**config.mk**
```make
export PLATFORM = sky130hd
export DESIGN_NAME = pipe_hazard_intr_ctrl
export DESIGN_NICKNAME = d
export VERILOG_FILES = /design/src/rtl/pcpu_ctrl_pkg.sv /design/src/rtl/pipe_hazard_intr_ctrl_hazard_detect.sv /design/src/rtl/pipe_hazard_intr_ctrl.sv
export SDC_FILE = /design/constraint.sdc
export NUM_CORES = 1
export LEC_CHECK = 0
export ABC_AREA = 0
export ABC_CLOCK_PERIOD_IN_PS = 3700
export CORE_MARGIN = 2
export CORE_UTILIZATION = 45
export CTS_CLUSTER_DIAMETER = 40
export CTS_CLUSTER_SIZE = 28
export DETAILED_ROUTE_END_ITERATION = 10
export PLACE_DENSITY = 0.93
export SLEW_MARGIN = 40
export SYNTH_ARGS = -nofsm -noshare
export SYNTH_HDL_FRONTEND = slang
export SYNTH_SLANG_ARGS = --single-unit
```
**constraint.sdc**
```tcl
create_clock -name i_clk -period 3.7 [get_ports i_clk]
set_input_delay 0.74 -clock i_clk [delete_from_list [all_inputs] [get_ports i_clk]]
set_output_delay 0.74 -clock i_clk [all_outputs]
set_load 0.02 [all_outputs]
```
**src/rtl/pcpu_ctrl_pkg.sv**
```systemverilog
// Shared control encodings for the interrupt-capable 5-stage pipeline.
// Used by the sequencer here and by the ID_EX register-id fields.
package pcpu_ctrl_pkg;

    localparam int REG_W = 6;

    // Handler entry PC, applied by the PC mux when pc_sel selects PCSEL_INTR.
    localparam logic [31:0] HANDLER_ADDR = 32'h0000_0004;

    typedef enum logic [1:0] {
        ST_IDLE    = 2'b00,
        ST_WAIT    = 2'b01,
        ST_SERVICE = 2'b10,
        ST_RETURN  = 2'b11
    } state_t;

    localparam logic [1:0] PCSEL_SEQ  = 2'b00;
    localparam logic [1:0] PCSEL_BR   = 2'b01;
    localparam logic [1:0] PCSEL_INTR = 2'b10;
    localparam logic [1:0] PCSEL_EPC  = 2'b11;

endpackage

```
**src/rtl/pipe_hazard_intr_ctrl_hazard_detect.sv**
```systemverilog
// Load-use compare: a load in EX whose destination feeds the ID instruction.
// Register 0 never stalls since it is never really written.
module hazard_detect
    import pcpu_ctrl_pkg::*;
(
    input  logic             i_ex_memread,
    input  logic [REG_W-1:0] i_ex_rt,
    input  logic [REG_W-1:0] i_id_rs,
    input  logic [REG_W-1:0] i_id_rt,
    input  logic             i_id_uses_rt,
    output logic             o_lu
);

    logic w_rs_hit;
    logic w_rt_hit;

    assign w_rs_hit = (i_ex_rt == i_id_rs);
    assign w_rt_hit = i_id_uses_rt && (i_ex_rt == i_id_rt);
    assign o_lu     = i_ex_memread && (i_ex_rt != '0) && (w_rs_hit || w_rt_hit);

endmodule

```
**src/rtl/pipe_hazard_intr_ctrl.sv**
```systemverilog
// Pipeline sequencer: stall/flush control plus the interrupt entry/return FSM.
//   state   | meaning
//   IDLE    | no interrupt pending
//   WAIT    | request seen, waiting for a real instruction in EX to restart from
//   SERVICE | handler running, requests masked, watching for eret
//   RETURN  | one masked cycle after eret before requests are honoured again
module pipe_hazard_intr_ctrl
    import pcpu_ctrl_pkg::*;
(
    input  logic             i_clk,
    input  logic             i_rst,
    input  logic [REG_W-1:0] i_id_rs,
    input  logic [REG_W-1:0] i_id_rt,
    input  logic             i_id_uses_rt,
    input  logic             i_eret_id,
    input  logic             i_ex_memread,
    input  logic [REG_W-1:0] i_ex_rt,
    input  logic             i_ex_valid,
    input  logic [31:0]      i_ex_pc,
    input  logic             i_branch_taken,
    input  logic             i_intr_req,
    input  logic             i_ie,
    output logic             o_pc_write,
    output logic             o_ifid_write,
    output logic             o_flush_if,
    output logic             o_cancel_id,
    output logic             o_cancel_ex,
    output logic [1:0]       o_pc_sel,
    output logic [31:0]      o_epc,
    output logic             o_epc_we,
    output logic             o_intr_ack,
    output logic             o_in_service
);

    state_t      r_state;
    logic [31:0] r_epc;
    logic        w_lu;
    logic        w_entry;
    logic        w_eret_go;

    hazard_detect u_hazard_detect (
        .i_ex_memread (i_ex_memread),
        .i_ex_rt      (i_ex_rt),
        .i_id_rs      (i_id_rs),
        .i_id_rt      (i_id_rt),
        .i_id_uses_rt (i_id_uses_rt),
        .o_lu         (w_lu)
    );

    // Entry needs a real EX instruction to restart from; a dropped request is not acked.
    assign w_entry   = (r_state == ST_WAIT) && i_intr_req && i_ex_valid
                       && !i_branch_taken && !w_lu;
    assign w_eret_go = (r_state == ST_SERVICE) && i_eret_id && !i_branch_taken && !w_lu;
    assign o_epc     = r_epc;

    always_ff @(posedge i_clk) begin
        if (!i_rst) begin
            r_state <= ST_IDLE;
            r_epc   <= '0;
        end else begin
            case (r_state)
                ST_IDLE: begin
                    if (i_intr_req && i_ie) r_state <= ST_WAIT;
                end
                ST_WAIT: begin
                    if (w_entry) begin
                        r_state <= ST_SERVICE;
                        r_epc   <= i_ex_pc;
                    end else if (!i_intr_req) begin
                        r_state <= ST_IDLE;
                    end
                end
                ST_SERVICE: begin
                    if (w_eret_go) r_state <= ST_RETURN;
                end
                default: r_state <= ST_IDLE;
            endcase
        end
    end

    always_comb begin
        o_pc_write   = 1'b1;
        o_ifid_write = 1'b1;
        o_flush_if   = 1'b0;
        o_cancel_id  = 1'b0;
        o_cancel_ex  = 1'b0;
        o_pc_sel     = PCSEL_SEQ;
        o_epc_we     = 1'b0;
        o_intr_ack   = 1'b0;
        o_in_service = (r_state == ST_SERVICE) || (r_state == ST_RETURN);
        if (!i_rst) begin
            o_pc_write   = 1'b0;
            o_ifid_write = 1'b0;
            o_flush_if   = 1'b1;
            o_cancel_id  = 1'b1;
            o_cancel_ex  = 1'b1;
            o_in_service = 1'b0;
        end else if (w_entry) begin
            o_pc_sel    = PCSEL_INTR;
            o_flush_if  = 1'b1;
            o_cancel_id = 1'b1;
            o_cancel_ex = 1'b1;
            o_epc_we    = 1'b1;
            o_intr_ack  = 1'b1;
        end else if (i_branch_taken) begin
            o_pc_sel    = PCSEL_BR;
            o_flush_if  = 1'b1;
            o_cancel_id = 1'b1;
        end else if (w_lu) begin
            o_pc_write   = 1'b0;
            o_ifid_write = 1'b0;
            o_cancel_id  = 1'b1;
        end else if (w_eret_go) begin
            o_pc_sel   = PCSEL_EPC;
            o_flush_if = 1'b1;
        end
    end

endmodule

```
==> results.toml <==
[status]
status = "finished, final reports clean"

[drt]
wl_per_cell_um = 15.3
drt-initial-drc-count = 186
wirelength_mm = 7.15
route.detailed.drc = 0
drtAntennaViolNets = 0
via_count = 2812
firstDrtPassIters = 4
vias_per_cell = 6.00

[sta]
final_max_slew_viol_count = 0
holdWs_ns = 0.520
clock.fmax_ghz = 0.277
min_period_over_period = 0.975
worst_pin_slew_ns = 0.621
fin_skew_ns = 0.00633
setup-violations-final = 0
relSlewSlack = 0.586
rsz0062_at_grt = "no"
fin_setup_tns_ns = 0
hold_viol_final = 0
min_period_ns = 3.61

[clock_tree]
clockRootBuffer = "clkbuf_8"
cts_buffer_depth = 2
postCtsHoldBufs = 0
numCtsBuffers = 5
post_cts_resized = 5
clock-sinks = 34
clk_pin_slew_ns = 0.07
tritoncts = "yes"
clkLatencyLatePin_ns = 0.28
cts_setup_buffers = 0
cts_max_level = 2

[yosys]
synth.top_cell.area_share = 0.293
synthTopCellsByArea = "dfxtp_1, nand4_1, nand3_1"
ys_warn_count = 0
synth_xor_area_frac = 0.0452
synth-adder-area-share = 0
syn_nets = 374
synth_compound_area_frac = 0.0516
synth_top_family_by_area = "simple AND/OR/NAND/NOR gates"
syn_area_mm2 = 0.00233
syn_inst = 315
yosys.area.top_type = "dfxtp_1"
synth_ff_type = "dfxtp_1"
synth_edf_count = 0
ys_seq_elements = 34
yosysSeqAreaShare = 0.293
synth-simple-area-share = 0.530
yosysUniqueCellTypes = 32
async_reset_ff_frac = 0
muxShareOfSynthArea = 0
avgSynthCellArea_um2 = 7.38

[global_route]
gr-total-overflow = 0
grt_pass1_wl_mm = 11.2
antenna_found_initial = 0
track_usage = 0.245
grt_max_degree = 66
grt_pass1_vias = 2542

[cells_and_area]
layout-drive-gt1-share = 0.0852
diodes = 0
final_util = 0.691
area_delta_synth_final_pct = 49.8
fin_nets = 457

[power]
ir_drop_mv = 0.167
power.leakage_nw = 1.25
power_density_mw_per_mm2 = 243

[placed_design]
place_congestion = 0.774
dp_hpwl_mm = 4.81
portBuffers = 100

[setup_path]
max_stage_delay_ns = 0.60
crit_path_top_delay_cell = "clkdlybuf4s50_1"
cp-end-kind = "primary output"
path_class = "in -> out"
crit_path_start_kind = "primary input"
crit_arrival_ns = 2.87
cp_max_fo = 4
critical_path_required_ns = 2.96
path_delay_family = "buffers and inverters"
path_cells = "clkdlybuf4s50_1, or4_4, o31a_1, nand2_1, o21a_1, clkdlybuf4s50_1"
timing.critical_path.buf_inv = 2
path_common_cell = "clkdlybuf4s50_1"

[floorplanning]
chipWidth_um = 75.9
design.core.area_mm2 = 0.00504
die_h_um = 75.9
start_util = 0.461
row_count = 26
dieArea_mm2 = 0.00576
ioPinCount = 101

[hold_path]
hold_class = "reg -> reg"

[flow_run]
drv_cap = 0
-- final timing paths --
kind                                  from         end  slack, ns  cells after the start
worst min register to register   o_epc[14]   o_epc[14]       0.52                      2
worst min-delay path             o_epc[14]   o_epc[14]       0.52                      2
worst max-delay path            i_ex_rt[0]  o_pc_write       0.09                      6
worst max register to register  r_state[0]    o_epc[6]       2.05                      6
-- layout make-up --
class / instances / area [um^2]
inverter: 1 / 3.75
clock buffer: 7 / 86.3
tap: 70 / 87.6
timing repair buffer: 118 / 1130
sequential: 34 / 681
multi-input combinational: 238 / 1490
fill: 433 / 1560
clock inverter: 1 / 5.00
-- metrics by stage --
stage / total power, mW / worst slack, ns / instances / instance area, um^2
floorplan: 0.463 / 0.374 / 315 / 2330
global placement: 0.567 / -0.0279 / 461 / 3390
detailed placement: 0.572 / -0.104 / 461 / 3390
CTS: 0.856 / 0.0633 / 469 / 3480
global route: 0.883 / 0.00576 / 469 / 3480
finish: 0.848 / 0.0914 / 469 / 3480
-- synth_stat cells, drive strengths merged, types with 2 or more instances --
master	count
o31ai	2
a21oi	2
dfxtp	34
o21ai	4
nand3	66
clkbuf	26
nand4b	32
and2	2
nand2	4
xnor2	12
nand4	66
nor2	35
buf	16
-- logic make-up (layout without fill, tap and decap cells) --
logic type,after synthesis,count (layout)
AOI/OAI and AO/OA,14,14
xor gates and xnor gates,12,12
buffers and inverters,43,127
DFF,34,34
and+or+nand+nor,212,212
-- routing by layer --
metal | track usage | vias to the layer above | wire length (um)
met5 | 0 | - | 0
met4 | 0.0799 | 0 | 80
met3 | 0.0489 | 8 | 547
met2 | 0.434 | 114 | 3670
met1 | 0.296 | 1324 | 2860
li1 | - | 1366 | -
-- tightest hold or removal path, cell delays in order (launching register included) --
cell	delay [ns]
dfxtp_1	0.32
nand4_1	0.07
nand4b_1	0.08
-- sequential cells by signal, summed over array words and instances, names as in the netlist --
name,cells
o_epc,32
r_state,2
-- power by group --
| group | internal [mW] | switching (mW) |
|---|---|---|
| sequential | 0.371 | 0.00417 |
| combinational | 0.0955 | 0.0932 |
| clock | 0.150 | 0.134 |
-- cell usage in the layout (no fill, tap or decap), types with 4 or more instances in the layout --
master           netlist  routed
nand4_1               66      66
clkbuf_8               0       6
dlygate4sd2_1          0       5
o21ai_0                4       4
nand3_1               66      66
clkdlybuf4s50_1        0      92
xnor2_1               12      12
nand2_1                4       4
nand4b_1              32      32
buf_4                  2      19
nor2_1                35      34
dfxtp_1               34      34
Note: power is estimated with default switching activity, not from simulation.
